## src/rtl/router_pkg.sv

```systemverilog
// Shared types and constants for the 1x3 router: FSM state encoding and
// destination-address limits used by the register stage, synchronizer and FSM.
package router_pkg;

  localparam int NUM_PORTS = 3;
  localparam int ADDR_W    = 2;
  localparam logic [ADDR_W-1:0] ADDR_INVALID = 2'b11;

  typedef enum logic [2:0] {
    DECODE_ADDRESS     = 3'd0,
    LOAD_FIRST_DATA    = 3'd1,
    LOAD_DATA          = 3'd2,
    FIFO_FULL_STATE    = 3'd3,
    LOAD_AFTER_FULL    = 3'd4,
    LOAD_PARITY        = 3'd5,
    CHECK_PARITY_ERROR = 3'd6,
    WAIT_TILL_EMPTY    = 3'd7
  } state_e;

  function automatic logic addr_ok(input logic [ADDR_W-1:0] a);
    return (a != ADDR_INVALID) && (int'(a) < NUM_PORTS);
  endfunction

endpackage

```

## src/rtl/router_if.sv

```systemverilog
// Control bundle between the router FSM and its neighbours (source, register
// stage, synchronizer). The FSM takes the slave side.
interface router_if;
  import router_pkg::*;

  logic                 pkt_valid;
  logic [ADDR_W-1:0]    data_in;
  logic                 fifo_full;
  logic [NUM_PORTS-1:0] fifo_empty;
  logic [NUM_PORTS-1:0] soft_reset;
  logic                 parity_done;
  logic                 low_pkt_valid;

  logic detect_add;
  logic lfd_state;
  logic ld_state;
  logic laf_state;
  logic full_state;
  logic rst_int_reg;
  logic write_enb_reg;
  logic busy;

  modport master (
    output pkt_valid, data_in, fifo_full, fifo_empty, soft_reset,
           parity_done, low_pkt_valid,
    input  detect_add, lfd_state, ld_state, laf_state, full_state,
           rst_int_reg, write_enb_reg, busy
  );

  modport slave (
    input  pkt_valid, data_in, fifo_full, fifo_empty, soft_reset,
           parity_done, low_pkt_valid,
    output detect_add, lfd_state, ld_state, laf_state, full_state,
           rst_int_reg, write_enb_reg, busy
  );

endinterface

```

## src/rtl/router_fsm.sv

```systemverilog
// Input-side control FSM of the 1x3 router: decodes the header destination,
// sequences header/payload/stall/parity writes and drives Moore-decoded strobes.
module router_fsm
  import router_pkg::*;
(
  input  logic     clk,
  input  logic     rst,
  router_if.slave  bus
);

  localparam int SEL_W = 1 << ADDR_W;

  state_e            state_q, state_d;
  logic [ADDR_W-1:0] addr_q, addr_d;
  logic [SEL_W-1:0]  empty_ext, soft_ext;
  logic              hdr_ok, soft_hit;

  // Widen per-port flags to the full address space so any index is in range.
  assign empty_ext = SEL_W'(bus.fifo_empty);
  assign soft_ext  = SEL_W'(bus.soft_reset);
  assign hdr_ok    = bus.pkt_valid && addr_ok(bus.data_in);
  assign soft_hit  = soft_ext[addr_q];

  always_ff @(posedge clk) begin
    if (rst) begin
      state_q <= DECODE_ADDRESS;
      addr_q  <= '0;
    end else begin
      state_q <= state_d;
      addr_q  <= addr_d;
    end
  end

  always_comb begin
    state_d = state_q;
    addr_d  = addr_q;
    case (state_q)
      DECODE_ADDRESS: begin
        if (hdr_ok) begin
          addr_d  = bus.data_in;
          state_d = empty_ext[bus.data_in] ? LOAD_FIRST_DATA : WAIT_TILL_EMPTY;
        end
      end
      LOAD_FIRST_DATA: state_d = LOAD_DATA;
      LOAD_DATA: begin
        if (bus.fifo_full)       state_d = FIFO_FULL_STATE;
        else if (!bus.pkt_valid) state_d = LOAD_PARITY;
      end
      FIFO_FULL_STATE: begin
        if (!bus.fifo_full) state_d = LOAD_AFTER_FULL;
      end
      LOAD_AFTER_FULL: begin
        if (bus.parity_done)        state_d = DECODE_ADDRESS;
        else if (bus.low_pkt_valid) state_d = LOAD_PARITY;
        else                        state_d = LOAD_DATA;
      end
      LOAD_PARITY: state_d = CHECK_PARITY_ERROR;
      CHECK_PARITY_ERROR: begin
        state_d = bus.fifo_full ? FIFO_FULL_STATE : DECODE_ADDRESS;
      end
      WAIT_TILL_EMPTY: begin
        if (empty_ext[addr_q]) state_d = LOAD_FIRST_DATA;
      end
      default: state_d = DECODE_ADDRESS;
    endcase
    // A timeout on the selected FIFO abandons the packet from any active state.
    if (state_q != DECODE_ADDRESS && soft_hit) state_d = DECODE_ADDRESS;
  end

  logic da, lfd, ld, laf, ffs, cpe, wen, bsy;

  always_comb begin
    da  = (state_q == DECODE_ADDRESS);
    lfd = (state_q == LOAD_FIRST_DATA);
    ld  = (state_q == LOAD_DATA);
    laf = (state_q == LOAD_AFTER_FULL);
    ffs = (state_q == FIFO_FULL_STATE);
    cpe = (state_q == CHECK_PARITY_ERROR);
    wen = ld || laf || (state_q == LOAD_PARITY);
    bsy = !(da || ld);
  end

  assign bus.detect_add    = da;
  assign bus.lfd_state     = lfd;
  assign bus.ld_state      = ld;
  assign bus.laf_state     = laf;
  assign bus.full_state    = ffs;
  assign bus.rst_int_reg   = cpe;
  assign bus.write_enb_reg = wen;
  assign bus.busy          = bsy;

endmodule
```

## src/flat_wrapper.sv

```systemverilog
// flat-port wrapper written by rule: the top's interface ports become plain ports
module router_fsm_flat import router_pkg::*;
  (clk, rst, bus_pkt_valid, bus_data_in, bus_fifo_full, bus_fifo_empty, bus_soft_reset, bus_parity_done, bus_low_pkt_valid, bus_detect_add, bus_lfd_state, bus_ld_state, bus_laf_state, bus_full_state, bus_rst_int_reg, bus_write_enb_reg, bus_busy);
  router_if bus_i ();
  input  logic clk;
  input  logic rst;
  input wire logic [$bits(bus_i.pkt_valid)-1:0] bus_pkt_valid;
  input wire logic [$bits(bus_i.data_in)-1:0] bus_data_in;
  input wire logic [$bits(bus_i.fifo_full)-1:0] bus_fifo_full;
  input wire logic [$bits(bus_i.fifo_empty)-1:0] bus_fifo_empty;
  input wire logic [$bits(bus_i.soft_reset)-1:0] bus_soft_reset;
  input wire logic [$bits(bus_i.parity_done)-1:0] bus_parity_done;
  input wire logic [$bits(bus_i.low_pkt_valid)-1:0] bus_low_pkt_valid;
  output wire logic [$bits(bus_i.detect_add)-1:0] bus_detect_add;
  output wire logic [$bits(bus_i.lfd_state)-1:0] bus_lfd_state;
  output wire logic [$bits(bus_i.ld_state)-1:0] bus_ld_state;
  output wire logic [$bits(bus_i.laf_state)-1:0] bus_laf_state;
  output wire logic [$bits(bus_i.full_state)-1:0] bus_full_state;
  output wire logic [$bits(bus_i.rst_int_reg)-1:0] bus_rst_int_reg;
  output wire logic [$bits(bus_i.write_enb_reg)-1:0] bus_write_enb_reg;
  output wire logic [$bits(bus_i.busy)-1:0] bus_busy;
  assign bus_i.pkt_valid = bus_pkt_valid;
  assign bus_i.data_in = bus_data_in;
  assign bus_i.fifo_full = bus_fifo_full;
  assign bus_i.fifo_empty = bus_fifo_empty;
  assign bus_i.soft_reset = bus_soft_reset;
  assign bus_i.parity_done = bus_parity_done;
  assign bus_i.low_pkt_valid = bus_low_pkt_valid;
  assign bus_detect_add = bus_i.detect_add;
  assign bus_lfd_state = bus_i.lfd_state;
  assign bus_ld_state = bus_i.ld_state;
  assign bus_laf_state = bus_i.laf_state;
  assign bus_full_state = bus_i.full_state;
  assign bus_rst_int_reg = bus_i.rst_int_reg;
  assign bus_write_enb_reg = bus_i.write_enb_reg;
  assign bus_busy = bus_i.busy;
  router_fsm u_core (.clk(clk), .rst(rst), .bus(bus_i));
endmodule
```

## config.mk

```make
export PLATFORM = sky130hd
export DESIGN_NAME = router_fsm_flat
export DESIGN_NICKNAME = d
export VERILOG_FILES = /design/src/rtl/router_pkg.sv /design/src/rtl/router_if.sv /design/src/rtl/router_fsm.sv /design/src/flat_wrapper.sv
export SDC_FILE = /design/constraint.sdc
export NUM_CORES = 1
export LEC_CHECK = 0
export ABC_AREA = 1
export CAP_MARGIN = 40
export CORE_MARGIN = 2
export CORE_UTILIZATION = 26
export DETAILED_ROUTE_END_ITERATION = 10
export PLACE_DENSITY = 0.64
export RECOVER_POWER = 25
export SLEW_MARGIN = 20
export SYNTH_ARGS = -nofsm -noshare
export SYNTH_HDL_FRONTEND = slang
export SYNTH_SLANG_ARGS = --single-unit
```

## constraint.sdc

```tcl
create_clock -name clk -period 1.2 [get_ports clk]
set_input_delay 0.18 -clock clk [delete_from_list [all_inputs] [get_ports clk]]
set_output_delay 0.18 -clock clk [all_outputs]
set_load 0.05 [all_outputs]
```

==> results.cfg <==
[power]
cellLeakagePower_nw = 0.493
powerDensity_mw_per_mm2 = 2940
ir_worst_vdd_mv = 1.43

[timing]
max_freq_mhz = 791
setup_slack_ps = -64.7
slew-limit-headroom_pct = 84.1
hold_viol = 0
rsz0062_at_grt = true
holdWs_ps = 368
period_share_pct = 105
worstMarginPinSlew_ps = 239
fin_skew_ps = 3.15
min_period_ps = 1260
setup_viol = 6
drv_slew = 0

[final_layout]
antenna_cells = 0
layout_common_cells = nand2_1, nor2_1, clkdlybuf4s50_1
drive_gt1_share_pct = 43.3
mostFrequentLayoutCell = nand2_1
fin_nets = 142
fill_cells = 146
multi_input_area_sq_um = 408
seq_area_sq_um = 111
area_growth_pct = 130

[global_route]
grt_max_degree = 7
grt_use_met1_pct = 17.9
met3_usage_pct = 2.78
grt.overflow.total = 0
grt_use_total_pct = 15.9
grt_pass1_wl_um = 2400
grt_use_met2_pct = 27.2
antenna_found_initial = 0
first_global_vias = 629
grt_busiest_layer = met2

[yosys]
syn_inst = 89
syn-cell-area_sq_um = 459
syn_area_per_cell_sq_um = 5.16
yosys_warnings = 0
synth_cell_types = 14
ys_seq_area_share_pct = 21.8
synth_nets = 103
ys_ff_latch = 5

[drt]
remaining_drc_errors = 0
vias = 687
wl_per_cell_um = 11.3
dr.pass1.iters = 4
wirelength_um = 1620
ant_nets = 0
via_per_inst = 4.77
drt_iter0_drc = 17

[placement]
gp_congestion = 0.809
io_buffers = 21
place_ws_ps = -255
place_hpwl_um = 1160

[clock_network]
cts_tree = done
htree_levels = 1
numCtsBuffers = 3
clk_pin_slew_worst_paths_ps = 40
hold_buffers = 0
cts_buffer_depth = 2
insertion_delay_ps = 240
cts_sinks = 5
cts-root-buf = clkbuf_4

[status]
run_status = complete, but fails checks
failed_checks = negative setup slack

[floorplan]
initial_core_util_pct = 27.2
core_sq_mm = 0.00169
io_pins = 22
dieArea_sq_mm = 0.00212
rows = 15
die_width_um = 46.0
die_h_um = 46.0

[critical_path]
r2r_end = u_core.state_q[1]
rrSetupSlack_ps = 0
required_ps = 1020
endpoint = bus_detect_add
critPathArrivalTime_ps = 1080
crit_fanout = 4
reg2reg_from = u_core.state_q[2]
ff2ff_path_depth = 9
end_kind = output pin
crit_type = reg -> out
startpoint = u_core.state_q[0]
worstSetupStartpointType = register

[job]
max_cap_violations = 0

[min_path]
hp-class = in -> reg
==> registers in the layout, indices dropped and copies added, names as in the netlist <==
name,cells
u_core.addr_q,2
u_core.state_q,3
==> how the worst min path moves through the flow <==
stage / from / end / cells after the start
after floorplan: rst / u_core.addr_q[0] / 1
after global placement: u_core.addr_q[0] / u_core.addr_q[0] / 2
after detailed placement: u_core.addr_q[0] / u_core.addr_q[0] / 2
after CTS: u_core.addr_q[0] / u_core.addr_q[0] / 2
after global routing: bus_data_in[0] / u_core.addr_q[0] / 4
final: bus_data_in[0] / u_core.addr_q[0] / 4
==> cells by family after synthesis <==
kind of cell	after synthesis	synth area share [%]
flops	5	21.8
simple gates	60	54.8
compound gates	10	12.0
buf+inv	14	11.4
==> cell usage after synthesis <==
| master | count | area share [%] |
|---|---|---|
| a211oi_1 | 2 | 3.3 |
| nand2_2 | 2 | 2.7 |
| nor2_1 | 23 | 19 |
| nand3_2 | 1 | 2.2 |
| nor3_1 | 1 | 1.1 |
| inv_1 | 12 | 9.8 |
| nand3_1 | 7 | 7.6 |
| nand2_1 | 24 | 20 |
| nor2_2 | 1 | 1.4 |
| inv_2 | 2 | 1.6 |
| dfxtp_1 | 5 | 22 |
| or2_2 | 1 | 1.4 |
| o21ai_0 | 6 | 6.5 |
| a21oi_1 | 2 | 2.2 |
==> through the flow <==
step	power (mW)	instance area (sq um)	TNS [ps]	utilization [%]	cells
2_1_floorplan	1.55	518	-71.2	-	89
3_3_place_gp	2.39	875	-1070	51.8	133
4_1_cts	2.98	1010	-300	59.9	143
3_5_place_dp	2.41	875	-1120	51.8	133
6_report	3.10	1050	-274	62.4	144
5_1_grt	3.27	1050	-874	62.4	144
==> what timing repair did <==
action | 4_1_cts | 5_1_grt
pin swaps | 5 | 14
endpoints found under the setup margin | 12 | 13
gates resized for setup | 18 | 13
buffers inserted | 6 | 1
==> critical path, stage by stage (launching register included) <==
cell,delay [ps]
dfxtp_4,370
nor2_4,180
nand2_4,90
inv_4,80
buf_12,130
==> area by class of cell <==
type / instances / share of cell area [%]
Clock buffer: 4 / 2.49
Inverter: 14 / 6.52
Sequential cell: 5 / 10.6
Tap cell: 17 / 2.02
Multi-Input combinational cell: 70 / 38.7
Timing Repair Buffer: 34 / 39.7
==> power by group <==
part | switching, mW | internal, mW | total, mW
Sequential | 0.144 | 0.263 | 0.406
Clock | 0.0606 | 0.125 | 0.186
Combinational | 1.35 | 1.16 | 2.51
==> routing by layer <==
| layer | vias to the layer above | part of all wire [%] |
|---|---|---|
| met5 | - | 0 |
| met4 | 0 | 0 |
| met3 | 0 | 4.0 |
| met2 | 16 | 53 |
| met1 | 313 | 43 |
| li1 | 358 | - |
Power figures use the tool's default switching activity.
